--- src/rtl/vend_pkg.sv ---
// rtl/vend_pkg.sv - shared types and constants for the vending controller
package vend_pkg;

    typedef enum logic [1:0] {
        IDLE     = 2'd0,
        CREDIT   = 2'd1,
        DISPENSE = 2'd2,
        CHANGE   = 2'd3
    } state_t;

    typedef logic [1:0] sel_id_t;

    localparam int COIN5_VAL   = 5;
    localparam int COIN10_VAL  = 10;
    localparam int CHANGE_UNIT = 5;

endpackage

--- src/rtl/vend_if.sv ---
// rtl/vend_if.sv - coin/keypad/dispenser/hopper signal bundle for the vending controller
interface vend_if
    import vend_pkg::*;
#(
    parameter int CREDIT_W = 8
);
    logic                coin5;
    logic                coin10;
    logic                sel_valid;
    sel_id_t             sel_id;
    logic                cancel;
    logic                disp_req;
    logic                disp_done;
    logic                chg_req;
    logic                chg_ack;
    logic [CREDIT_W-1:0] credit;
    logic                coin_reject;
    logic                sel_nack;
    logic                busy;

    modport master (
        output coin5, coin10, sel_valid, sel_id, cancel, disp_done, chg_ack,
        input  disp_req, chg_req, credit, coin_reject, sel_nack, busy
    );

    modport slave (
        input  coin5, coin10, sel_valid, sel_id, cancel, disp_done, chg_ack,
        output disp_req, chg_req, credit, coin_reject, sel_nack, busy
    );
endinterface

--- src/rtl/vend_timer.sv ---
// rtl/vend_timer.sv - idle-credit timeout counter, instantiated only under VEND_TIMEOUT_EN
module vend_timer #(
    parameter int TIMEOUT_CYCLES = 1000,
    parameter int CNT_W          = $clog2(TIMEOUT_CYCLES)
) (
    input  logic clk,
    input  logic reset_n,
    input  logic i_clear,
    input  logic i_enable,
    output logic o_expired
);
    logic [CNT_W-1:0] r_count;

    always_ff @(posedge clk) begin
        if (!reset_n || i_clear) begin
            r_count <= '0;
        end else if (i_enable) begin
            r_count <= r_count + 1'b1;
        end
    end

    assign o_expired = i_enable && (r_count == CNT_W'(TIMEOUT_CYCLES - 1));
endmodule

--- src/rtl/vend_controller.sv ---
// rtl/vend_controller.sv - vending transaction sequencer; optional idle timeout under VEND_TIMEOUT_EN
module vend_controller
    import vend_pkg::*;
#(
    parameter int CREDIT_W       = 8,
    parameter int MAX_CREDIT     = 50,
    parameter int PRICE0         = 15,
    parameter int PRICE1         = 20,
    parameter int PRICE2         = 25,
    parameter int PRICE3         = 30,
    parameter int TIMEOUT_CYCLES = 1000
) (
    input  logic  clk,
    input  logic  reset_n,
    vend_if.slave bus
);
    state_t              r_state;
    logic [CREDIT_W-1:0] r_credit;
    logic                r_coin_reject;
    logic                r_sel_nack;

    logic                w_coin_any;
    logic [CREDIT_W:0]   w_coin_val;
    logic [CREDIT_W:0]   w_sum;
    logic                w_coin_fits;
    logic [CREDIT_W-1:0] w_price;
    logic                w_afford;
    logic                w_timeout;

    // Parameter sanity is checked at elaboration so a bad build never reaches silicon.
    if (MAX_CREDIT >= 2**CREDIT_W) begin : g_bad_credit_w
        $error("MAX_CREDIT does not fit in CREDIT_W bits");
    end
    if (TIMEOUT_CYCLES < 2) begin : g_bad_timeout
        $error("TIMEOUT_CYCLES must be at least 2");
    end

    assign w_coin_any  = bus.coin5 | bus.coin10;
    assign w_coin_val  = bus.coin10 ? (CREDIT_W+1)'(COIN10_VAL) : (CREDIT_W+1)'(COIN5_VAL);
    assign w_sum       = {1'b0, r_credit} + w_coin_val;
    assign w_coin_fits = (w_sum <= (CREDIT_W+1)'(MAX_CREDIT));
    assign w_afford    = (r_credit >= w_price);

    always_comb begin
        w_price = CREDIT_W'(PRICE0);
        case (bus.sel_id)
            2'd0:    w_price = CREDIT_W'(PRICE0);
            2'd1:    w_price = CREDIT_W'(PRICE1);
            2'd2:    w_price = CREDIT_W'(PRICE2);
            default: w_price = CREDIT_W'(PRICE3);
        endcase
    end

`ifdef VEND_TIMEOUT_EN
    logic w_in_credit;
    logic w_timer_clear;

    // Any customer activity in CREDIT restarts the idle window.
    assign w_in_credit   = (r_state == CREDIT);
    assign w_timer_clear = !w_in_credit
                         | (!bus.cancel && !bus.sel_valid && w_coin_any && w_coin_fits)
                         | (!bus.cancel && bus.sel_valid && !w_afford);

    vend_timer #(
        .TIMEOUT_CYCLES (TIMEOUT_CYCLES)
    ) u_timer (
        .clk       (clk),
        .reset_n   (reset_n),
        .i_clear   (w_timer_clear),
        .i_enable  (w_in_credit),
        .o_expired (w_timeout)
    );
`else
    assign w_timeout = 1'b0;
`endif

    always_ff @(posedge clk) begin
        if (!reset_n) begin
            r_state       <= IDLE;
            r_credit      <= '0;
            r_coin_reject <= 1'b0;
            r_sel_nack    <= 1'b0;
        end else begin
            r_coin_reject <= 1'b0;
            r_sel_nack    <= 1'b0;
            case (r_state)
                IDLE, CREDIT: begin
                    if (bus.cancel) begin
                        r_coin_reject <= w_coin_any;
                        if (r_state == CREDIT) r_state <= CHANGE;
                    end else if (bus.sel_valid) begin
                        r_coin_reject <= w_coin_any;
                        if (r_state == CREDIT && w_afford) begin
                            r_credit <= r_credit - w_price;
                            r_state  <= DISPENSE;
                        end else begin
                            r_sel_nack <= 1'b1;
                        end
                    end else if (w_coin_any) begin
                        // coin10 wins a same-cycle pair, so coin5 goes back to the chute.
                        if (w_coin_fits) begin
                            r_credit      <= w_sum[CREDIT_W-1:0];
                            r_state       <= CREDIT;
                            r_coin_reject <= bus.coin5 & bus.coin10;
                        end else begin
                            r_coin_reject <= 1'b1;
                        end
                    end else if (w_timeout) begin
                        r_state <= CHANGE;
                    end
                end
                DISPENSE: begin
                    r_coin_reject <= w_coin_any;
                    r_sel_nack    <= bus.sel_valid;
                    if (bus.disp_done) begin
                        r_state <= (r_credit != '0) ? CHANGE : IDLE;
                    end
                end
                CHANGE: begin
                    r_coin_reject <= w_coin_any;
                    r_sel_nack    <= bus.sel_valid;
                    if (bus.chg_ack) begin
                        r_credit <= r_credit - CREDIT_W'(CHANGE_UNIT);
                        if (r_credit == CREDIT_W'(CHANGE_UNIT)) r_state <= IDLE;
                    end
                end
                default: r_state <= IDLE;
            endcase
        end
    end

    assign bus.disp_req    = (r_state == DISPENSE);
    assign bus.chg_req     = (r_state == CHANGE);
    assign bus.busy        = (r_state == DISPENSE) || (r_state == CHANGE);
    assign bus.credit      = r_credit;
    assign bus.coin_reject = r_coin_reject;
    assign bus.sel_nack    = r_sel_nack;
endmodule

--- src/flat_wrapper.sv ---
// flat-port wrapper written by rule: the top's interface ports become plain ports
module vend_controller_flat import vend_pkg::*;
#(
    parameter int CREDIT_W       = 8,
    parameter int MAX_CREDIT     = 50,
    parameter int PRICE0         = 15,
    parameter int PRICE1         = 20,
    parameter int PRICE2         = 25,
    parameter int PRICE3         = 30,
    parameter int TIMEOUT_CYCLES = 1000
)
  (clk, reset_n, bus_coin5, bus_coin10, bus_sel_valid, bus_sel_id, bus_cancel, bus_disp_done, bus_chg_ack, bus_disp_req, bus_chg_req, bus_credit, bus_coin_reject, bus_sel_nack, bus_busy);
  vend_if #(.CREDIT_W(CREDIT_W)) bus_i ();
  input  logic clk;
  input  logic reset_n;
  input wire logic [$bits(bus_i.coin5)-1:0] bus_coin5;
  input wire logic [$bits(bus_i.coin10)-1:0] bus_coin10;
  input wire logic [$bits(bus_i.sel_valid)-1:0] bus_sel_valid;
  input wire logic [$bits(bus_i.sel_id)-1:0] bus_sel_id;
  input wire logic [$bits(bus_i.cancel)-1:0] bus_cancel;
  input wire logic [$bits(bus_i.disp_done)-1:0] bus_disp_done;
  input wire logic [$bits(bus_i.chg_ack)-1:0] bus_chg_ack;
  output wire logic [$bits(bus_i.disp_req)-1:0] bus_disp_req;
  output wire logic [$bits(bus_i.chg_req)-1:0] bus_chg_req;
  output wire logic [$bits(bus_i.credit)-1:0] bus_credit;
  output wire logic [$bits(bus_i.coin_reject)-1:0] bus_coin_reject;
  output wire logic [$bits(bus_i.sel_nack)-1:0] bus_sel_nack;
  output wire logic [$bits(bus_i.busy)-1:0] bus_busy;
  assign bus_i.coin5 = bus_coin5;
  assign bus_i.coin10 = bus_coin10;
  assign bus_i.sel_valid = bus_sel_valid;
  assign bus_i.sel_id = bus_sel_id;
  assign bus_i.cancel = bus_cancel;
  assign bus_i.disp_done = bus_disp_done;
  assign bus_i.chg_ack = bus_chg_ack;
  assign bus_disp_req = bus_i.disp_req;
  assign bus_chg_req = bus_i.chg_req;
  assign bus_credit = bus_i.credit;
  assign bus_coin_reject = bus_i.coin_reject;
  assign bus_sel_nack = bus_i.sel_nack;
  assign bus_busy = bus_i.busy;
  vend_controller #(.CREDIT_W(CREDIT_W), .MAX_CREDIT(MAX_CREDIT), .PRICE0(PRICE0), .PRICE1(PRICE1), .PRICE2(PRICE2), .PRICE3(PRICE3), .TIMEOUT_CYCLES(TIMEOUT_CYCLES)) u_core (.clk(clk), .reset_n(reset_n), .bus(bus_i));
endmodule
--- config.mk ---
export PLATFORM = sky130hd
export DESIGN_NAME = vend_controller_flat
export DESIGN_NICKNAME = d
export VERILOG_FILES = /design/src/rtl/vend_pkg.sv /design/src/rtl/vend_if.sv /design/src/rtl/vend_timer.sv /design/src/rtl/vend_controller.sv /design/src/flat_wrapper.sv
export SDC_FILE = /design/constraint.sdc
export NUM_CORES = 1
export LEC_CHECK = 0
export CELL_PAD_IN_SITES_DETAIL_PLACEMENT = 0
export CELL_PAD_IN_SITES_GLOBAL_PLACEMENT = 1
export CORE_MARGIN = 1.5
export CORE_UTILIZATION = 36
export DETAILED_ROUTE_END_ITERATION = 10
export PLACE_DENSITY_LB_ADDON = 0.1
export SETUP_SLACK_MARGIN = 0.4
export SYNTH_ARGS = -nofsm -noshare
export SYNTH_HDL_FRONTEND = slang
export SYNTH_SLANG_ARGS = --single-unit
--- constraint.sdc ---
create_clock -name clk -period 3.2 [get_ports clk]
set_clock_uncertainty 0.15 [all_clocks]
set_input_delay 0.96 -clock clk [delete_from_list [all_inputs] [get_ports clk]]
set_output_delay 0.96 -clock clk [all_outputs]
set_load 0.005 [all_outputs]
==> results_dict.tcl <==
set metrics [dict create \
    status "complete, no violations" \
    grt.overflow.total 0 \
    n_antenna_cell 0 \
    cts_hold_buf 0 \
    drtPass1Iterations 5 \
    swShare_pct 42.16 \
    holdWs_ps 423.1 \
    die_x_um 67.69 \
    maxCapViolations 0 \
    seqPwrFrac_pct 20.6 \
    worstPathMaxFanout 7 \
    critPathLaunchType "primary input" \
    end_kind "flop" \
    cts_sinks 12 \
    critPathArrivalTime_ps 3100 \
    worst_pin_slew_ps 541.3 \
    synth-edff-count 0 \
    grt_max_degree 15 \
    peakVddDrop_v 0.0002342 \
    grt_pass1_vias 1773 \
    use_met3_pct 4.500 \
    grtUsageMet1_pct 32.06 \
    row_count 23 \
    slew_headroom_pct 63.87 \
    synth_most_common_cell "nor2_1" \
    grtUsageTotal_pct 24.32 \
    leakage_uw 0.001003 \
    p_per_area_mw_per_mm2 548.4 \
    gp_congestion 0.9564 \
    synth_common_cells "nor2_1, ha_1, inv_1" \
    reg2reg_depth 9 \
    cp.required_ps 3200 \
    min_from "u_core.r_state[1]$_SDFFE_PN0P_" \
    fillers 343 \
    drtIter0Drc 125 \
    cts_buffers 3 \
    top_usage_layer "met2" \
    max_freq_mhz 322.5 \
    ant_nets 0 \
    htreeDepth 1 \
    synth_nets 225 \
    finalSetupTns_ps 0 \
    drc_errors 0 \
    core_area_mm2 0.004000 \
    wl_per_cell_um 16.52 \
    comb_power_share_pct 66.1 \
    clk-insertion-delay-late_ps 250 \
    avgSynthCellArea_um2 7.647 \
    hold_viol 0 \
    rsz0062_at_grt "yes" \
    intPower_uw 763.5 \
    yosysTopAreaCell "dfxtp_1" \
    synth_warnings 0 \
    r2r_end "u_core.bus.credit[3]$_SDFFE_PN0P_" \
    r2r_slack_ps 460 \
    drive_gt1_share_pct 39.02 \
    use_met2_pct 41.42 \
    path_class "in2reg" \
    synth.distinct_cells 55 \
    total_power_uw 1320 \
    dpl.hpwl_um 3933 \
    yosysTopAreaCellShare_pct 15.95 \
    synth.area.top_cells "dfxtp_1, ha_1, nor2_1" \
    min_path_type "reg2reg" \
    async_reset_ff_share_pct 0 \
    syn_inst 197 \
    antenna_found_initial 0 \
    cts_root_buffer "clkbuf_8" \
    via_per_inst 5.854 \
    power_frac_clock_pct 13.3 \
    synth_flop_cell "dfxtp_1" \
    min_to "u_core.bus.sel_nack$_SDFF_PN0_" \
    fin_nets 293 \
    io_buffers 22 \
    ys_seq_area_share_pct 15.95 \
    die_h_um 67.69 \
    holdPathStages 2 \
    routed_wirelength_um 5188 \
    setup_violations 0 \
    cts_buffer_depth 2 \
    synth_area_mm2 0.001506 \
    fin_crit_ps 3100 \
    grt_pass1_wl_um 8480 \
    r2r_start "u_core.bus.credit[1]$_SDFFE_PN0P_" \
    slew_viol_final 0 \
    dr_total_vias 1838 \
    start_util_pct 37.66 \
    clk_pin_slew_ps 60 \
    ys_ff_latch 12 \
    die-area_mm2 0.004582 \
    area_growth_syn_to_layout_pct 59.80 \
    min_period_over_period_pct 96.89 \
    ioPinCount 23 \
    cts_tree "yes" \
    power_switching_uw 556.6 \
]
## worst max-delay path, cell delays in order
cell and delay, ps:
buf_6 90, buf_8 130, inv_16 60, ha_4 120, nor2_1 30, nor2_1 90, ha_2 200, inv_2 40
fa_2 340, a211oi_2 210, o21ai_2 130, o31ai_4 220, buf_6 170, nor3_1 50, o221a_2 250
## worst max path at each step
stage | startpoint | end | slack [ps]
floorplan | bus_sel_id[0] | u_core.bus.credit[7]$_SDFFE_PN0P_ | 70
global placement | bus_sel_id[1] | u_core.r_state[1]$_SDFFE_PN0P_ | -590
detailed placement | bus_sel_id[1] | u_core.r_state[1]$_SDFFE_PN0P_ | -630
CTS | bus_sel_id[0] | u_core.bus.credit[5]$_SDFFE_PN0P_ | 90
global route | bus_sel_id[0] | u_core.bus.credit[0]$_SDFFE_PN0P_ | -20
finish | bus_sel_id[0] | u_core.bus.credit[5]$_SDFFE_PN0P_ | 100
## area by class of cell
cell class,instances,area [um^2],area share (%)
Sequential cell,12,241.5,10.03
Clock buffer,4,55.05,2.287
Multi-Input combinational cell,163,1350,56.08
Inverter,15,87.58,3.638
Tap cell,50,62.56,2.599
Timing Repair Buffer,70,610.6,25.36
## repair_timing
item | 4_1_cts | 5_1_grt
setup endpoints to repair | 12 | 13
resized for setup | 41 | 7
pin swaps | 16 | 4
buffers inserted | 8 | 2
## per-layer routing
metal  up-vias  wire, um  part of all wire [%]
li1        875         -                     -
met5         -         0                     0
met4         0       101                   1.9
met2        88      2432                    47
met3        12       393                   7.6
met1       863      2260                    44
## stage by stage
stage	util [%]	cells	cell area (um^2)	setup slack, ps
after CTS	59.21	312	2369	94.12
after detailed placement	53.96	300	2158	-629.6
after floorplan	-	197	1625	69.06
after global routing	60.18	314	2407	-23.21
after global placement	53.96	300	2158	-592.6
final	60.18	314	2407	99.58
## kinds of logic (layout without fill, tap and decap cells)
| family | Yosys count | after routing | share of synthesized area [%] |
|---|---|---|---|
| AOI/OAI and AO/OA | 66 | 66 | 32.48 |
| buffers and inverters | 22 | 89 | 5.980 |
| adders and majority gates | 18 | 18 | 15.95 |
| muxes | 3 | 3 | 1.993 |
| xor gates and xnor gates | 6 | 6 | 3.488 |
| DFF | 12 | 12 | 15.95 |
| and+or+nand+nor | 70 | 70 | 24.17 |
## sequential cells by signal, indices dropped and copies added, names as in the netlist
register,count
u_core.bus.sel_nack,1
u_core.r_state,2
u_core.bus.coin_reject,1
u_core.bus.credit,8
## power groups by stage
| stage | Sequential [uW] | Combinational, uW | Clock, uW |
|---|---|---|---|
| floorplan | 232 | 479 | 0 |
| detailed placement | 270 | 756 | 0 |
| CTS | 268 | 845 | 177 |
| global route | 279 | 941 | 185 |
| finish | 272 | 872 | 176 |
| global placement | 269 | 747 | 0 |
## cells in the final DEF (no fill, tap or decap), types with 4 or more instances in the layout
cell type	instances
o211ai_1	4
nand2_1	13
nor2b_1	4
nand3_1	5
clkbuf_8	4
buf_4	42
nor2_1	18
inv_1	9
clkdlybuf4s50_1	19
dfxtp_1	11
o21a_1	4
xnor2_1	5
buf_6	8
nor3_1	4
a21oi_1	6
ha_1	10
a21oi_2	5
a211oi_2	4
No activity file was read; power rests on OpenSTA's default activity.
